$ cat config.mk
export PLATFORM = sky130hd
export DESIGN_NAME = dcache_wb_direct
export DESIGN_NICKNAME = d
export VERILOG_FILES = /design/src/rtl/dcache_wb_direct.sv
export SDC_FILE = /design/constraint.sdc
export NUM_CORES = 2
export LEC_CHECK = 0
export CORE_MARGIN = 4
export CORE_UTILIZATION = 57
export DETAILED_ROUTE_END_ITERATION = 8
export PLACE_DENSITY = 0.76
export SLEW_MARGIN = 20
export SYNTH_ARGS = -nofsm -noshare
export SYNTH_HDL_FRONTEND = slang
export SYNTH_MEMORY_MAX_BITS = 65536
export SYNTH_SLANG_ARGS = --single-unit
$ cat constraint.sdc
create_clock -name clk -period 5.8 [get_ports clk]
set_input_delay 1.16 -clock clk [delete_from_list [all_inputs] [get_ports clk]]
set_output_delay 1.16 -clock clk [all_outputs]
set_load 0.05 [all_outputs]
$ cat src/rtl/dcache_wb_direct.sv
// dcache_wb_direct: direct-mapped, write-back, write-allocate data cache
// for the MEM stage. A miss stalls the core, writes the dirty victim back
// word by word, then refills the line from main memory.
// Optional build macro DCACHE_PERF_EN adds hit_cnt/miss_cnt counters.
//
// Handshake: a core request (rd_req/wr_req) is held with addr, wr_data and
// wr_be stable until a cycle where miss is low; that cycle completes it.
// Towards memory, mem_wr_req/mem_rd_req are held with a stable mem_addr and
// a beat completes in a cycle where mem_wready (writeback) or mem_rvalid
// (refill) is high; the two requests are never high together.
module dcache_wb_direct #(
    parameter int LINE_ADDR_LEN = 3,
    parameter int SET_ADDR_LEN  = 4,
    parameter int TAG_ADDR_LEN  = 30 - LINE_ADDR_LEN - SET_ADDR_LEN
) (
    input  logic        clk,
    input  logic        rst,
    input  logic [31:0] addr,
    input  logic        rd_req,
    input  logic        wr_req,
    input  logic [31:0] wr_data,
    input  logic [3:0]  wr_be,
    output logic [31:0] rd_data,
    output logic        miss,
`ifdef DCACHE_PERF_EN
    output logic [31:0] hit_cnt,
    output logic [31:0] miss_cnt,
`endif
    output logic [1:0]  dbg_state,
    output logic        mem_rd_req,
    output logic        mem_wr_req,
    output logic [31:0] mem_addr,
    output logic [31:0] mem_wr_data,
    input  logic        mem_wready,
    input  logic        mem_rvalid,
    input  logic [31:0] mem_rd_data
);

    localparam int LINE_SIZE = 1 << LINE_ADDR_LEN;
    localparam int SET_SIZE  = 1 << SET_ADDR_LEN;
    localparam logic [LINE_ADDR_LEN-1:0] CNT_LAST = '1;

    typedef enum logic [1:0] {
        IDLE       = 2'd0,
        SWAP_OUT   = 2'd1,
        SWAP_IN    = 2'd2,
        SWAP_IN_OK = 2'd3
    } state_t;

    state_t                     state, state_nxt;
    logic [LINE_ADDR_LEN-1:0]   cnt, cnt_nxt;
    logic [TAG_ADDR_LEN-1:0]    xfer_tag, xfer_tag_nxt;

    logic [31:0]                data_array [SET_SIZE][LINE_SIZE];
    logic [TAG_ADDR_LEN-1:0]    tag_array  [SET_SIZE];
    logic [SET_SIZE-1:0]        valid, dirty;

    logic [TAG_ADDR_LEN-1:0]    req_tag;
    logic [SET_ADDR_LEN-1:0]    req_set;
    logic [LINE_ADDR_LEN-1:0]   req_off;
    logic                       req, hit, idle_hit, store_hit;
    logic                       fill_we, line_done;
    logic                       unused_addr_bits;

    assign req_off  = addr[2 +: LINE_ADDR_LEN];
    assign req_set  = addr[LINE_ADDR_LEN + 2 +: SET_ADDR_LEN];
    assign req_tag  = addr[31 -: TAG_ADDR_LEN];
    // Byte lane bits are not part of the word address.
    assign unused_addr_bits = ^addr[1:0];

    assign req       = rd_req | wr_req;
    assign hit       = valid[req_set] && (tag_array[req_set] == req_tag);
    assign idle_hit  = (state == IDLE) && hit;
    assign store_hit = idle_hit && wr_req;
    assign miss      = req & ~idle_hit;
    assign rd_data   = idle_hit ? data_array[req_set][req_off] : 32'd0;
    assign dbg_state = state;

    // Next-state, transfer counter and memory-side outputs.
    always_comb begin
        state_nxt    = state;
        cnt_nxt      = cnt;
        xfer_tag_nxt = xfer_tag;
        mem_rd_req   = 1'b0;
        mem_wr_req   = 1'b0;
        mem_addr     = 32'd0;
        mem_wr_data  = 32'd0;
        fill_we      = 1'b0;
        line_done    = 1'b0;
        case (state)
            IDLE: begin
                if (req && !hit) begin
                    cnt_nxt = '0;
                    if (valid[req_set] && dirty[req_set]) begin
                        xfer_tag_nxt = tag_array[req_set];
                        state_nxt    = SWAP_OUT;
                    end else begin
                        xfer_tag_nxt = req_tag;
                        state_nxt    = SWAP_IN;
                    end
                end
            end
            SWAP_OUT: begin
                mem_wr_req  = 1'b1;
                mem_addr    = {xfer_tag, req_set, cnt, 2'b00};
                mem_wr_data = data_array[req_set][cnt];
                if (mem_wready) begin
                    cnt_nxt = cnt + 1'b1;
                    if (cnt == CNT_LAST) begin
                        // The victim is out; the refill uses the request tag.
                        xfer_tag_nxt = req_tag;
                        state_nxt    = SWAP_IN;
                    end
                end
            end
            SWAP_IN: begin
                mem_rd_req = 1'b1;
                mem_addr   = {xfer_tag, req_set, cnt, 2'b00};
                if (mem_rvalid) begin
                    fill_we = 1'b1;
                    cnt_nxt = cnt + 1'b1;
                    if (cnt == CNT_LAST) begin
                        state_nxt = SWAP_IN_OK;
                    end
                end
            end
            SWAP_IN_OK: begin
                line_done = 1'b1;
                state_nxt = IDLE;
            end
            default: state_nxt = IDLE;
        endcase
    end

    // State, beat counter and transfer tag registers.
    always_ff @(posedge clk) begin
        if (rst) begin
            state    <= IDLE;
            cnt      <= '0;
            xfer_tag <= '0;
        end else begin
            state    <= state_nxt;
            cnt      <= cnt_nxt;
            xfer_tag <= xfer_tag_nxt;
        end
    end

    // Valid/dirty bits: cleared on reset, set on refill completion or store hit.
    always_ff @(posedge clk) begin
        if (rst) begin
            valid <= '0;
            dirty <= '0;
        end else if (line_done) begin
            valid[req_set] <= 1'b1;
            dirty[req_set] <= 1'b0;
        end else if (store_hit) begin
            dirty[req_set] <= 1'b1;
        end
    end

    // Tag array: written only when a refilled line becomes valid.
    always_ff @(posedge clk) begin
        if (!rst && line_done) begin
            tag_array[req_set] <= xfer_tag;
        end
    end

    // Data array: refill beats and byte-enabled store hits.
    always_ff @(posedge clk) begin
        if (!rst) begin
            if (fill_we) begin
                data_array[req_set][cnt] <= mem_rd_data;
            end else if (store_hit) begin
                for (int b = 0; b < 4; b++) begin
                    if (wr_be[b]) begin
                        data_array[req_set][req_off][8*b +: 8] <= wr_data[8*b +: 8];
                    end
                end
            end
        end
    end

`ifdef DCACHE_PERF_EN
    logic was_miss;

    // Performance counters: hits without a preceding miss, and miss starts.
    always_ff @(posedge clk) begin
        if (rst) begin
            hit_cnt  <= 32'd0;
            miss_cnt <= 32'd0;
            was_miss <= 1'b0;
        end else begin
            if (state == IDLE && state_nxt != IDLE) begin
                miss_cnt <= miss_cnt + 32'd1;
                was_miss <= 1'b1;
            end else if (idle_hit && req) begin
                if (!was_miss) begin
                    hit_cnt <= hit_cnt + 32'd1;
                end
                was_miss <= 1'b0;
            end
        end
    end
`else
    // No performance counters in this build.
`endif

endmodule

# Word-level counts from Yosys, hierarchy flattened
# Memory sizes are Yosys's and may differ from the RTL's.
# Cells that the tools add are included.
dict set report totals {
  output_inout_bits 101
  inputBits 106
  word_cells 2173
  mem_count 2
  ff_bits 60
  ram_bits 4464
}
# memory words width read_ports rd_clocked_by_memory_dff wr line_no
set memory_table {}
lappend memory_table {data_array 16 256 1 0 1 54} ;# logic [31:0] data_array [SET_SIZE][LINE_SIZE];
lappend memory_table {tag_array 16 23 1 0 1 55} ;# logic [TAG_ADDR_LEN-1:0] tag_array [SET_SIZE];
dict set report classes {
  bitwise_logic 1033
  addsub 1
  eq_ne 10
  order_cmp 6
  reduce_logical 19
  mux 1097
}
# cell count
set op_table {}
lappend op_table {{$mux 256} 5}
lappend op_table {{$mux 1} 1052}
lappend op_table {{$or 1x1->1} 1025}
lappend op_table {{$demux 32 s3} 5}
lappend op_table {{$mux 32} 9}
lappend op_table {{$bmux 32 s3} 2}
lappend op_table {{$mux 23} 4}
lappend op_table {{$mux 16} 3}
lappend op_table {{$pmux 23 s2} 1}
lappend op_table {{$or 16x16->16} 2}
lappend op_table {{$mux 24} 1}
lappend op_table {{$eq 23x23->1} 1}
lappend op_table {{$and 16x16->16} 1}
lappend op_table {{$not 16->16} 1}
lappend op_table {{$mux 2} 6}
lappend op_table {{$logic_and 1x1->1} 9}
lappend op_table {{$mux 3} 3}
lappend op_table {{$pmux 3 s3} 1}
lappend op_table {{$bmux 1 s4} 2}
lappend op_table {{$ge 4x4->1 const B} 2}
lappend op_table {{$lt 4x1->1 const B} 2}
lappend op_table {{$mux 8} 1}
lappend op_table {{$ne 2x2->1 const B} 4}
lappend op_table {{$not 3->4} 2}
lappend op_table {{18 further kinds} 22}

# Depth between registers and ports, before layout
dict set report logic_depth {
  word_depth 13
  mapped_depth 20
}

# Worst setup path before layout
# OpenSTA, ideal clock, no wires.
dict set report synth_timing {
  path_kind {input-to-output}
  start {in addr[5]}
  end {out mem_wr_data[30]}
  stages 13
  arrival_ns 5.046
  required_time_ns 4.640
  n_path_buf 9
  slack_ns -0.406
  path_cell_list {buf_2 buf_4 buf_4 buf_2 buf_2 buf_4 clkbuf_1 clkbuf_1 clkbuf_1 mux4_2 mux4_2 a22oi_1 a41oi_1}
}
dict set report synth_via {
  elab_chain_cells 5
}
# item line_no
set synth_rtl {}
lappend synth_rtl {{from (decl)} 18} ;# input logic [31:0] addr,
lappend synth_rtl {{$mem_v2 16x256} -}
lappend synth_rtl {{$bmux 32 s3} 106} ;# mem_wr_data = data_array[req_set][cnt];
lappend synth_rtl {{$mux 32 (implied by the code) (2 in a row)} 106}
lappend synth_rtl {{$mux 32} 90} ;# case (state)
lappend synth_rtl {{to (decl)} 33} ;# output logic [31:0] mem_wr_data,
# Every way passes these cells. The select of a mux whose other input is x is not followed.

# Final worst setup path
dict set report layout_timing {
  start {reg cnt[2]}
  end {out mem_wr_data[11]}
}
dict set report layout_via {
  elab_chain_cells 5
}
# item line_no
set layout_rtl {}
lappend layout_rtl {{from (decl)} 51} ;# logic [LINE_ADDR_LEN-1:0] cnt, cnt_nxt;
lappend layout_rtl {{from (signal assigned)} 143} ;# cnt <= cnt_nxt;
lappend layout_rtl {{$not 3->4 (implied by the code)} 106}
lappend layout_rtl {{$bmux 32 s3} 106}
lappend layout_rtl {{$mux 32 (implied by the code) (2 in a row)} 106}
lappend layout_rtl {{$mux 32} 90}
# Every way passes these cells. The select of a mux whose other input is x is not followed.

==> impl_results.md <==
- Die H: 572 µm
- Pwr/cell area: 334 mW/mm²
- Standard-cell rows: a little over 200
- Largest net degree at the start of global routing: 95
- Final setup fails: 0
- Leak pwr: around 66 nW
- Syn avg cell area: 21.8 µm²
- Worst rel slew slack: 0.154
- Setup_tns: 0 ns
- Gpl congestion: slightly below 0.9
- Worst EP arrival: 4.63 ns
- Drt initial violations: 16,100
- Slew Viols, Final: 0
- # port buffers: 202
- Routed Antenna Nets: 0
- Mapped Area: 0.182 mm²
- Maxcap violations: 0
- Gr ovfl total: 0
- All-Layer GR Usage: 0.309
- Post-route cell area: 0.209 mm²
- CTS tree: built
- Vias in the first global route: 97,100
- Syn Inst Count: ~8,300
- Commonest non-fill, non-tap cell in the layout: edfxtp_1
- Hold slack: 0.480 ns
- 1st-pass router iterations: 9
- Synthesis-stage register bit count: 4,524
- Routed wire length: 502,000 µm
- Inst Count DP: 13,000
- Initial antenna violation count: 54
- Sequential area share after synthesis: 0.745
- Sw frac: 0.226
- Max VDD drop: 0.364 mV
- Initial Util: 0.575
- Final core utilization: 0.663
- Nets: 9,375
- Worst-Margin Slew: around 1.3 ns
- Synthesis Warnings: 0
- Drt wl/cell: ~36 µm
- Die X: 572 µm
- Register clock-pin slew on the reported worst setup and hold paths: 0.07 ns
- Violated checks: DRC
- Fillers: ~19,000
- TritonCTS Buffers: ~440
- Die area: 0.328 mm²
- Io pins: 207
- Setup crit start kind: register
- WS Path Type: register to output pin
- Hpwl dp: 311,000 µm
- Status: complete, but fails checks
- FMAX: 173 MHz
- Commonest non-fill, non-tap cells in the layout: edfxtp_1 (4,464), mux4_2 (1,327), buf_4 (719)
- Pint: ~0.054 W
- Asr flop ratio synth: 0
- CTS HTree Levels: 5
- Synthesis-to-layout area growth: 15.3%
- Power share of the sequential group: 0.523
- Clk pwr share: 0.403
- Vias: 95,800
- Yosys cell types: between 70 and 80
- CP max FO: 25
- Via/cell ratio: 6.94
- Period utilization: 0.998
- Commonest register cell after synthesis: edfxtp_1
- Post-route DRC violation count: 35
- Proportion of layout cells with a drive suffix above 1: 0.370
- Part of the power in combinational logic: 0.074
- Final Critical Period: 5.79 ns
- RSZ-0062 raised after global routing: true
- Final Hold Fails: 0
- Non-filler cells, final: 13,800
- Hold Crit Class: register to register
- Worst Setup End Kind: output pin
- Switching pwr: 0.0158 W
- Clk_lat worst skew: 1.01 ns
- Worst Path Required: 4.64 ns
- First-pass GRT wire length: 719,000 µm
- R2r setup slk: 1.09 ns
- Post-synth EDFFs: 4,464
- Max Buffers Root-to-Sink: 4
- Clock Tree Root: clkbuf_16
- CTS Sinks: 4,524
- DP Area: about 0.2 mm²
- Core ar.: 0.316 mm²
- Setup Skew: 0.0778 ns
[final timing paths]
check / to / from / depth (start not counted)
setup / recovery: mem_wr_data[11] / cnt[2] / 7
hold / removal: valid[12] / valid[12] / 2
setup reg to reg: data_array[1][116] / tag_array[10][18] / 12
hold reg to reg: valid[12] / valid[12] / 2
[registers in the layout, indices dropped and copies added, names as in the netlist, named ones only]
register,count
cnt,3
data_array,4096
dbg_state,2
tag_array,368
valid,16
xfer_tag,23
[final cells by class]
type	count	area [µm²]	area share
Clock inverter	240	2390	0.0114
Multi-Input combinational cell	3197	43700	0.209
Tap cell	4160	5200	0.0249
Clock buffer	557	11700	0.0557
Timing Repair Buffer	1068	11000	0.0526
Sequential cell	4524	135000	0.646
Antenna cell	33	82.6	0.000394
Inverter	36	143	0.000681
[metal layers]
metal	part of all wire	track usage	routed length, µm	vias to the layer above
li1	-	-	-	37100
met3	0.13	0.0949	66200	1622
met2	0.47	0.477	237000	7283
met5	0.00020	0.000294	99	-
met1	0.33	0.406	168000	49800
met4	0.062	0.153	31400	12
[metrics by stage]
step | setup slack [ns] | total power, W
2_1_floorplan | -0.140 | 0.0400
3_3_place_gp | 0.0624 | 0.0421
3_5_place_dp | 0.0223 | 0.0422
4_1_cts | 0.0469 | 0.0699
5_1_grt | -0.0108 | 0.0717
6_report | 0.0119 | 0.0700
[synthesized netlist by cell type (all sizes together), types with 10 or more instances]
master / count / area share
xnor2: 10 / 0.00048
clkbuf: 322 / 0.0067
nor3: 24 / 0.00066
a311oi: 20 / 0.00096
mux4: 1333 / 0.17
a21oi: 39 / 0.0011
o22ai: 148 / 0.0051
xor2: 11 / 0.00053
buf: 267 / 0.010
edfxtp: 4464 / 0.74
dfxtp: 60 / 0.0066
mux2: 278 / 0.017
mux2i: 110 / 0.0061
nand2: 91 / 0.0019
nor2b: 42 / 0.0017
a41oi: 32 / 0.0015
o21ai: 17 / 0.00047
or4: 66 / 0.0030
a22oi: 168 / 0.0069
inv: 34 / 0.00070
and2: 37 / 0.0013
a211oi: 15 / 0.00062
nand3: 17 / 0.00047
a31oi: 23 / 0.00079
nor2: 602 / 0.016
[power groups by stage]
| stage | Combinational [W] | Sequential, W | Clock, W |
|---|---|---|---|
| final | 0.00517 | 0.0366 | 0.0282 |
| after global routing | 0.00530 | 0.0366 | 0.0298 |
| after CTS | 0.00502 | 0.0366 | 0.0283 |
| after detailed placement | 0.00497 | 0.0373 | 0 |
| after global placement | 0.00484 | 0.0372 | 0 |
| after floorplan | 0.00289 | 0.0371 | 0 |
[critical path, cell delays in order, from the launching register on]
cell and delay [ns]:
dfxtp_1 0.55, inv_1 0.59, and3_2 0.99, buf_4 0.38, a22oi_1 0.11, a41oi_1 0.54, buf_4 0.26, buf_12 0.16
[repair_timing]
action / CTS / global route
gates resized for setup: 0 / 13
hold buffers: 0 / 0
endpoints found under the setup margin: 0 / 36
setup buffers: 0 / 1
[kinds of logic after synthesis]
logic type	share of synthesized area
AO/OA/AOI/OAI	0.0196
XOR/XNOR	0.00101
adder cells (fa/ha/maj)	0.000482
buffers and inverters	0.0176
flip-flops	0.745
multiplexers	0.189
other	0.0000207
AND/OR/NAND/NOR	0.0277
No activity file was read; power rests on OpenSTA's default activity.
